### src/rtl/dna_match_engine_if.sv
// dna_match_engine_if: search request and result bus for dna_match_engine
interface dna_match_engine_if;
  logic        start;
  logic [44:0] ref_seq;
  logic [44:0] query_seq;
  logic [44:0] seq1;
  logic [44:0] seq2;
  logic [3:0]  index10;
  logic [3:0]  index1;
  logic        found;
  logic        busy;
  logic        done;
  modport master (
    output start, ref_seq, query_seq,
    input  seq1, seq2, index10, index1, found, busy, done
  );
  modport slave (
    input  start, ref_seq, query_seq,
    output seq1, seq2, index10, index1, found, busy, done
  );
endinterface

### src/rtl/dna_match_engine.sv
// dna_match_engine: sliding query-vs-reference search with BCD 1-based match index.
// Define DNA_MISMATCH_TOL_EN to accept alignments with a single base mismatch.
module dna_match_engine #(
  parameter int QLEN = 5
) (
  input logic CLOCK_100,
  input logic RESET,
  dna_match_engine_if.slave bus
);
  typedef enum logic [1:0] {S_IDLE, S_COMPARE, S_CONVERT, S_DONE} state_t;
  localparam logic [44:0] QMASK = (45'd1 << (3 * QLEN)) - 45'd1;
  localparam logic [3:0] LAST = 4'(15 - QLEN);
  state_t      r_state;
  logic [3:0]  r_pos;
  logic [3:0]  r_tens;
  logic [4:0]  r_bin;
  logic [44:0] r_ref;
  logic [44:0] r_query;
  logic [44:0] r_seq1;
  logic [44:0] r_seq2;
  logic [3:0]  r_idx10;
  logic [3:0]  r_idx1;
  logic        r_found;
  logic        r_busy;
  logic        r_done;
  logic [44:0] w_win;
  logic        w_hit;
  assign w_win = r_ref >> (3 * r_pos);
`ifdef DNA_MISMATCH_TOL_EN
  logic [14:0] w_mm;
  always_comb begin
    w_mm = '0;
    for (int j = 0; j < QLEN; j++) w_mm[j] = w_win[3*j +: 3] != r_query[3*j +: 3];
  end
  // zero or one bit set in the mismatch vector means at most one differing base
  assign w_hit = (w_mm & (w_mm - 15'd1)) == 15'd0;
`else
  assign w_hit = (w_win & QMASK) == r_query;
`endif
  always_ff @(posedge CLOCK_100) begin
    if (RESET) begin
      r_state <= S_IDLE;
      r_pos   <= '0;
      r_tens  <= '0;
      r_bin   <= '0;
      r_ref   <= '0;
      r_query <= '0;
      r_seq1  <= '0;
      r_seq2  <= '0;
      r_idx10 <= 4'hF;
      r_idx1  <= 4'hF;
      r_found <= 1'b0;
      r_busy  <= 1'b0;
      r_done  <= 1'b0;
    end else begin
      unique case (r_state)
        S_IDLE: if (bus.start) begin
          r_ref   <= bus.ref_seq;
          r_query <= bus.query_seq & QMASK;
          r_seq1  <= bus.ref_seq;
          r_pos   <= '0;
          r_tens  <= '0;
          r_busy  <= 1'b1;
          r_state <= S_COMPARE;
        end
        S_COMPARE: if (w_hit) begin
          r_bin   <= 5'(r_pos) + 5'd1;
          r_tens  <= '0;
          r_state <= S_CONVERT;
        end else if (r_pos == LAST) begin
          r_found <= 1'b0;
          r_idx10 <= 4'hF;
          r_idx1  <= 4'hF;
          r_seq2  <= r_query;
          r_done  <= 1'b1;
          r_state <= S_DONE;
        end else begin
          r_pos <= r_pos + 4'd1;
        end
        S_CONVERT: if (r_bin >= 5'd10) begin
          r_bin  <= r_bin - 5'd10;
          r_tens <= r_tens + 4'd1;
        end else begin
          r_idx10 <= r_tens;
          r_idx1  <= r_bin[3:0];
          r_found <= 1'b1;
          r_seq2  <= r_query << (3 * r_pos);
          r_done  <= 1'b1;
          r_state <= S_DONE;
        end
        S_DONE: begin
          r_done  <= 1'b0;
          r_busy  <= 1'b0;
          r_state <= S_IDLE;
        end
        default: r_state <= S_IDLE;
      endcase
    end
  end
  assign bus.seq1    = r_seq1;
  assign bus.seq2    = r_seq2;
  assign bus.index10 = r_idx10;
  assign bus.index1  = r_idx1;
  assign bus.found   = r_found;
  assign bus.busy    = r_busy;
  assign bus.done    = r_done;
endmodule

### src/flat_wrapper.sv
// flat-port wrapper written by rule: the top's interface ports become plain ports
module dna_match_engine_flat 
#(
  parameter int QLEN = 5
)
  (CLOCK_100, RESET, bus_start, bus_ref_seq, bus_query_seq, bus_seq1, bus_seq2, bus_index10, bus_index1, bus_found, bus_busy, bus_done);
  dna_match_engine_if bus_i ();
  input logic CLOCK_100;
  input logic RESET;
  input wire logic [$bits(bus_i.start)-1:0] bus_start;
  input wire logic [$bits(bus_i.ref_seq)-1:0] bus_ref_seq;
  input wire logic [$bits(bus_i.query_seq)-1:0] bus_query_seq;
  output wire logic [$bits(bus_i.seq1)-1:0] bus_seq1;
  output wire logic [$bits(bus_i.seq2)-1:0] bus_seq2;
  output wire logic [$bits(bus_i.index10)-1:0] bus_index10;
  output wire logic [$bits(bus_i.index1)-1:0] bus_index1;
  output wire logic [$bits(bus_i.found)-1:0] bus_found;
  output wire logic [$bits(bus_i.busy)-1:0] bus_busy;
  output wire logic [$bits(bus_i.done)-1:0] bus_done;
  assign bus_i.start = bus_start;
  assign bus_i.ref_seq = bus_ref_seq;
  assign bus_i.query_seq = bus_query_seq;
  assign bus_seq1 = bus_i.seq1;
  assign bus_seq2 = bus_i.seq2;
  assign bus_index10 = bus_i.index10;
  assign bus_index1 = bus_i.index1;
  assign bus_found = bus_i.found;
  assign bus_busy = bus_i.busy;
  assign bus_done = bus_i.done;
  dna_match_engine #(.QLEN(QLEN)) u_core (.CLOCK_100(CLOCK_100), .RESET(RESET), .bus(bus_i));
endmodule
### config.mk
export PLATFORM = sky130hd
export DESIGN_NAME = dna_match_engine_flat
export DESIGN_NICKNAME = d
export VERILOG_FILES = /design/src/rtl/dna_match_engine_if.sv /design/src/rtl/dna_match_engine.sv /design/src/flat_wrapper.sv
export SDC_FILE = /design/constraint.sdc
export NUM_CORES = 1
export LEC_CHECK = 0
export ABC_AREA = 1
export CAP_MARGIN = 0
export CORE_MARGIN = 2
export CORE_UTILIZATION = 50
export CTS_CLUSTER_SIZE = 40
export DETAILED_ROUTE_END_ITERATION = 10
export PLACE_DENSITY = 0.87
export SYNTH_ARGS = -nofsm -noshare
export SYNTH_HDL_FRONTEND = slang
export SYNTH_SLANG_ARGS = --single-unit
### constraint.sdc
create_clock -name CLOCK_100 -period 4 [get_ports CLOCK_100]
set_clock_uncertainty 0.15 [all_clocks]
set_input_delay 1.2 -clock CLOCK_100 [delete_from_list [all_inputs] [get_ports CLOCK_100]]
set_output_delay 1.2 -clock CLOCK_100 [all_outputs]
set_load 0.02 [all_outputs]
==> results of run 1 <==
final timing paths:
kind	cells after the start	endpoint
max	19	u_core.bus.seq2[1]$_SDFFE_PP0P_
min	2	u_core.bus.seq2[18]$_SDFFE_PP0P_
max reg2reg	19	u_core.bus.seq2[1]$_SDFFE_PP0P_
min reg2reg	2	u_core.bus.seq2[18]$_SDFFE_PP0P_
per-layer routing:
layer,up-vias,wire [um]
li1,5429,-
met1,4946,13200
met2,448,13800
met3,45,2240
met4,0,478
met5,-,0
layout make-up:
class                           count  share of cell area
Inverter                           87              0.0290
Multi-Input combinational cell   1221               0.502
Clock buffer                       17              0.0370
Timing Repair Buffer              199               0.169
Tap cell                          229              0.0249
Clock inverter                     15              0.0106
Sequential cell                   131               0.228
through the flow:
step	worst slack [ns]	instances	hold WS [ns]	cell area, um^2	utilization
floorplan	0.801	1556	0.298	9190	-
global placement	0.210	1866	0.291	10900	0.605
detailed placement	0.161	1866	0.291	10900	0.605
CTS	0.0941	1898	0.309	11500	0.635
global route	0.000369	1899	0.330	11500	0.638
finish	0.285	1899	0.308	11500	0.638
critical path, stage by stage (launching register included):
cell     delay [ns]
dfxtp_1        0.40
ha_1           0.29
inv_1          0.08
fa_2           0.62
buf_8          0.26
nand3_1        0.12
nand2_1        0.16
nand2_1        0.07
nand3_1        0.15
nand3_1        0.09
nand2_1        0.06
nand2_1        0.04
nor2_1         0.11
nand2_1        0.10
nor2_4         0.18
nand4_4        0.17
nand3_4        0.12
buf_12         0.21
nand2_1        0.09
a21oi_1        0.15
cells in the final DEF, fill, tap and decap left out, types with 5 or more instances in the layout:
master and instances:
o21ai_0 134, dfxtp_1 130, or2_2 5, o21ai_1 15, o22ai_1 7, ha_1 13
nand2_1 434, nor2_1 164, clkbuf_16 17, inv_6 6, nand3_1 248, nand3_2 5
clkdlybuf4s50_1 163, a22oi_1 6, nor3_1 7, nand4_1 77, buf_4 31, inv_1 76
a21oi_1 77, inv_2 7
state kept, by name, indices dropped and copies added (netlist names):
signal / flops
u_core.r_query: 15
u_core.r_tens: 4
u_core.r_pos: 4
u_core.bus.busy: 1
u_core.r_bin: 5
u_core.bus.done: 1
u_core.bus.found: 1
u_core.bus.index10: 4
u_core.bus.index1: 4
u_core.r_ref: 45
u_core.bus.seq2: 45
u_core.r_state: 2
kinds of logic (layout without fill, tap and decap cells):
| family | Yosys count | after routing | share of synthesized area |
|---|---|---|---|
| xor gates and xnor gates | 6 | 6 | 0.00572 |
| adders and majority gates | 14 | 14 | 0.0199 |
| buffers and inverters | 204 | 318 | 0.0923 |
| AOI/OAI and AO/OA | 248 | 248 | 0.141 |
| and+or+nand+nor | 952 | 952 | 0.454 |
| DFF | 131 | 131 | 0.285 |
| muxes | 1 | 1 | 0.00109 |
power by group:
group	internal (mW)	switching, mW
clock	0.807	0.671
sequential	1.63	0.289
combinational	2.90	6.08
timing repair:
| action | 4_1_cts | 5_1_grt |
|---|---|---|
| resized for setup | 0 | 13 |
| setup buffers | 0 | 1 |
| hold buffers | 0 | 0 |
| setup endpoints to repair | 0 | 70 |
==> flow_summary.yaml, run 1 <==
synthesis:
  synth-seq-cells: 131
  synth_top_area_frac: 0.285
  synthMostInstantiatedCell: "nand2_1"
  synthArstFlopShare: 0
  synth_commonest_cells: "nand2_1, nand3_1, nor2_1"
  synthCells: 1556
  yosysSeqAreaShare: 0.285
  synth_top_area_cell: "dfxtp_1"
  syn_nets: 1663
  synth_area_um2: 9190
  synth.distinct_cells: 37
  synth_warnings: 0
  synth_edf_count: 0
  synthTopCellsByArea: "dfxtp_1, nand2_1, nand3_1"
  avgSynthCellArea_um2: 5.91
  synth_top_flop_cell: "dfxtp_1"
cts:
  clk_latency_ns: 0.43
  cts_buffers: 17
  cts_tree: "built"
  numClockSinks: 131
  clock_path_buffers: 2
  path_clk_slew_ns: 0.06
  cts_root_buf: "clkbuf_16"
  cts.htree.levels: 4
placed_design:
  gp_congestion: 0.938
  port_buffers: 163
  dp_hpwl_um: 21400
min_path:
  min_path_type: "reg2reg"
  hp-start: "u_core.bus.seq2[18]$_SDFFE_PP0P_"
worst_setup_path:
  rr_startpoint: "u_core.r_pos[1]$_SDFFE_PP0P_"
  worstPathMaxFanout: 41
  critPathCaptureType: "flip-flop"
  worstPathArrival_ns: 3.91
  cp.required_ns: 4.20
  startpoint: "u_core.r_pos[1]$_SDFFE_PP0P_"
  path_class: "reg2reg"
  start_kind: "flip-flop"
  r2r_setup_slack_ns: 0.29
global_route:
  use_met3: 0.0502
  grt_pass1_vias: 9818
  grt_util_met2: 0.490
  track_usage: 0.303
  grt_max_degree: 76
  overflow: 0
  busiest_layer: "met2"
  use_met1: 0.422
  grt_pass1_wl_um: 49000
  grt_antenna_before_repair: 0
timing:
  tns_ns: 0
  rsz0062_at_grt: "false"
  layout_min_cycle_time_ns: 3.71
  relSlewSlack: 0.375
  worst_pin_slew_ns: 0.936
  drv_slew: 0
  finalHoldViolCount: 0
  min_period_over_period: 0.929
  finalSetupViolCount: 0
  timing.fmax_mhz: 269
routing:
  via_per_inst: 5.72
  wl_um: 29700
  dr.pass1.iters: 6
  drtIter0Drc: 1299
  via_count: 10900
  avgRoutedWirePerCell_um: 15.7
  drc_errors: 0
  detail-route-antenna-nets: 0
power:
  power_density_nw_per_um2: 1080
  p_leak_nw: 4.68
  fin_total_pwr_mw: 12.4
  peakVddDrop_mv: 0.797
cells_and_area:
  multi_input_area_um2: 5770
  fin_nets: 1764
  seq_area_um2: 2620
  n_antenna_cell: 0
  drive_above_1_share: 0.0611
  area_growth_pct: 25.2
  fill_cells: 1691
floorplan:
  core-area_um2: 18000
  start_util: 0.510
  die_y_um: 140
  ios: 194
  die_w_um: 140
  rows: 49
  die_area_um2: 19500
outcome:
  status: "completed"
flow_run:
  maxCapViolCount: 0
Note: power is estimated with default switching activity, not from simulation.
==> inputs of run 2 (changes only) <==
Settings changed: MAX_ROUTING_LAYER set to met4.
==> run 2 against run 1 <==
Non-clock buffer count is 2 higher. Worst hold slack worse by 0.00060 ns. Flip-flop and latch count stayed put. Cell count is 0.11% higher. Register-to-register slack hardly changed. Combinational power is 0.6% higher. Die area stayed put. Via count is 0.18% higher. Power is 1.1% higher. Critical path depth is 1 higher. Core utilization is 0.15 points higher. Critical endpoint is now u_core.r_bin[4]$_SDFFE_PP0P_. Largest cell class unchanged. Highest routed layer unchanged.
==> flow_summary.yaml, run 2 (synthesized netlist as in run 1, its figures left out) <==
worst_setup_path:
  crit_top_cell: "nand2_1"
  critPathCaptureType: "flip-flop"
  crit_cells: 20
  critPathMaxStageDelay_ns: 0.58
  rr_startpoint: "u_core.r_pos[1]$_SDFFE_PP0P_"
  r2r_end: "u_core.r_bin[4]$_SDFFE_PP0P_"
  path_class: "reg2reg"
  crit_family: "simple AND/OR/NAND/NOR gates"
  crit_path_end: "u_core.r_bin[4]$_SDFFE_PP0P_"
  cp.required_ns: 4.22
  r2r_setup_slack_ns: 0.28
  reg2reg_depth: 20
  worstPathMaxFanout: 27
  cp_slowest_cell: "fa_2"
  startpoint: "u_core.r_pos[1]$_SDFFE_PP0P_"
  crit_chain: "ha_2 > inv_1 > fa_2 > buf_6 > nand3_1 > nand2_1 > nand2_1 > nand3_1 > nand3_1 > nand2_1 > nand2_1 > nor2_1 > nand2_1 > nor2_2 > nand3_1 > nand2_4 > nand3_2 > nand2_1 > inv_1 > nor2_1"
  worstPathArrival_ns: 3.94
  start_kind: "flip-flop"
  path_buf_inv: 3
timing:
  drv_slew: 0
  layout_setup_ws_ns: 0.275
  relSlewSlack: 0.390
  tns_ns: 0
  timing.fmax_mhz: 268
  worst_pin_slew_ns: 0.914
  rsz0062_at_grt: "false"
  finalHoldViolCount: 0
  finalSetupViolCount: 0
  layout_min_cycle_time_ns: 3.72
  min_period_over_period: 0.931
floorplan:
  ios: 194
  core-area_um2: 18000
  die_w_um: 140
  die_area_um2: 19500
  rows: 49
  start_util: 0.510
  die_y_um: 140
cells_and_area:
  final_common_cell: "nand2_1"
  fin_nets: 1766
  multi_input_area_um2: 5760
  n_antenna_cell: 0
  seq_area_um2: 2620
  fill_cells: 1667
  area_growth_pct: 25.5
  most-common-layout-cells: "nand2_1, nand3_1, nor2_1"
  drive_above_1_share: 0.0622
flow_run:
  maxCapViolCount: 0
cts:
  numClockSinks: 131
  cts_root_buf: "clkbuf_16"
  cts_tree: "built"
  cts.htree.levels: 4
  cts_buffers: 17
  path_clk_slew_ns: 0.07
  clock_path_buffers: 2
  clk_latency_ns: 0.44
  postCtsSetupRepairBufs: 0
routing:
  via_count: 10900
  via_per_inst: 5.73
  drc_errors: 0
  dr.pass1.iters: 6
  avgRoutedWirePerCell_um: 15.9
  drtIter0Drc: 1153
  wl_um: 30300
  detail-route-antenna-nets: 0
placed_design:
  place_ws_ns: 0.239
  port_buffers: 163
  gp_congestion: 0.958
  dp_hpwl_um: 21700
power:
  peakVddDrop_mv: 0.758
  p_leak_nw: 4.70
  power_density_nw_per_um2: 1090
min_path:
  min_path_type: "reg2reg"
global_route:
  grt_max_degree: 76
  grt_antenna_before_repair: 0
  track_usage: 0.314
  grt_pass1_wl_um: 48900
  overflow: 0
  grt_pass1_vias: 9659
outcome:
  status: "completed"
## run 2: how the worst min path moves through the flow
stage,from,endpoint,slack (ns),cells past startpoint
floorplan,u_core.r_bin[0]$_SDFFE_PP0P_,u_core.r_bin[0]$_SDFFE_PP0P_,0.30,2
global placement,u_core.bus.index1[3]$_SDFFE_PP1P_,u_core.bus.index1[3]$_SDFFE_PP1P_,0.29,2
global route,u_core.bus.seq2[25]$_SDFFE_PP0P_,u_core.bus.seq2[25]$_SDFFE_PP0P_,0.33,2
finish,u_core.bus.index10[1]$_SDFFE_PP1P_,u_core.bus.index10[1]$_SDFFE_PP1P_,0.31,2
detailed placement,u_core.bus.index10[1]$_SDFFE_PP1P_,u_core.bus.index10[1]$_SDFFE_PP1P_,0.30,2
CTS,u_core.bus.seq2[25]$_SDFFE_PP0P_,u_core.bus.seq2[25]$_SDFFE_PP0P_,0.31,2
## run 2: worst reg2reg max path, delay by kind of cell (launching register included)
kind                       cells  cell delay [ns]
and+or+nand+nor               15             1.88
adders and majority gates      2             0.86
buffers and inverters          3             0.35
DFF                            1             0.41
## run 2: what timing repair did
action | in CTS | in global routing
setup endpoints to repair | 0 | 53
hold buffers | 0 | 0
resized for setup | 0 | 7
## run 2: layer usage
| layer | track usage | wire length, um | part of all wire | vias to the layer above |
|---|---|---|---|---|
| met5 | - | 0 | 0 | - |
| met4 | 0.0742 | 405 | 0.013 | 0 |
| met3 | 0.0595 | 2430 | 0.080 | 37 |
| met2 | 0.491 | 14100 | 0.47 | 469 |
| met1 | 0.422 | 13400 | 0.44 | 4958 |
| li1 | - | - | - | 5424 |
## run 2: final cells by class
cell class | count | share of cell area
clock buffers | 18 | 0.0372
clock inverters | 14 | 0.0126
inverters | 87 | 0.0283
multi-input cells | 1221 | 0.500
flip-flops and latches | 131 | 0.228
well taps | 229 | 0.0249
repair buffers | 201 | 0.169
## run 2: through the flow
stage / utilization / cells / cell area [um^2] / hold slack (ns) / power (mW)
after detailed placement: 0.606 / 1869 / 10900 / 0.298 / 10.6
final: 0.640 / 1901 / 11500 / 0.308 / 12.5
after global placement: 0.606 / 1869 / 10900 / 0.295 / 10.6
after global routing: 0.640 / 1901 / 11500 / 0.328 / 13.6
after CTS: 0.638 / 1901 / 11500 / 0.311 / 12.3
after floorplan: - / 1556 / 9190 / 0.298 / 8.28
## run 2: where the power goes
| part | internal [mW] | total [mW] | switching [mW] |
|---|---|---|---|
| sequential | 1.63 | 1.92 | 0.283 |
| combinational | 2.91 | 9.03 | 6.11 |
| clock | 0.876 | 1.57 | 0.694 |
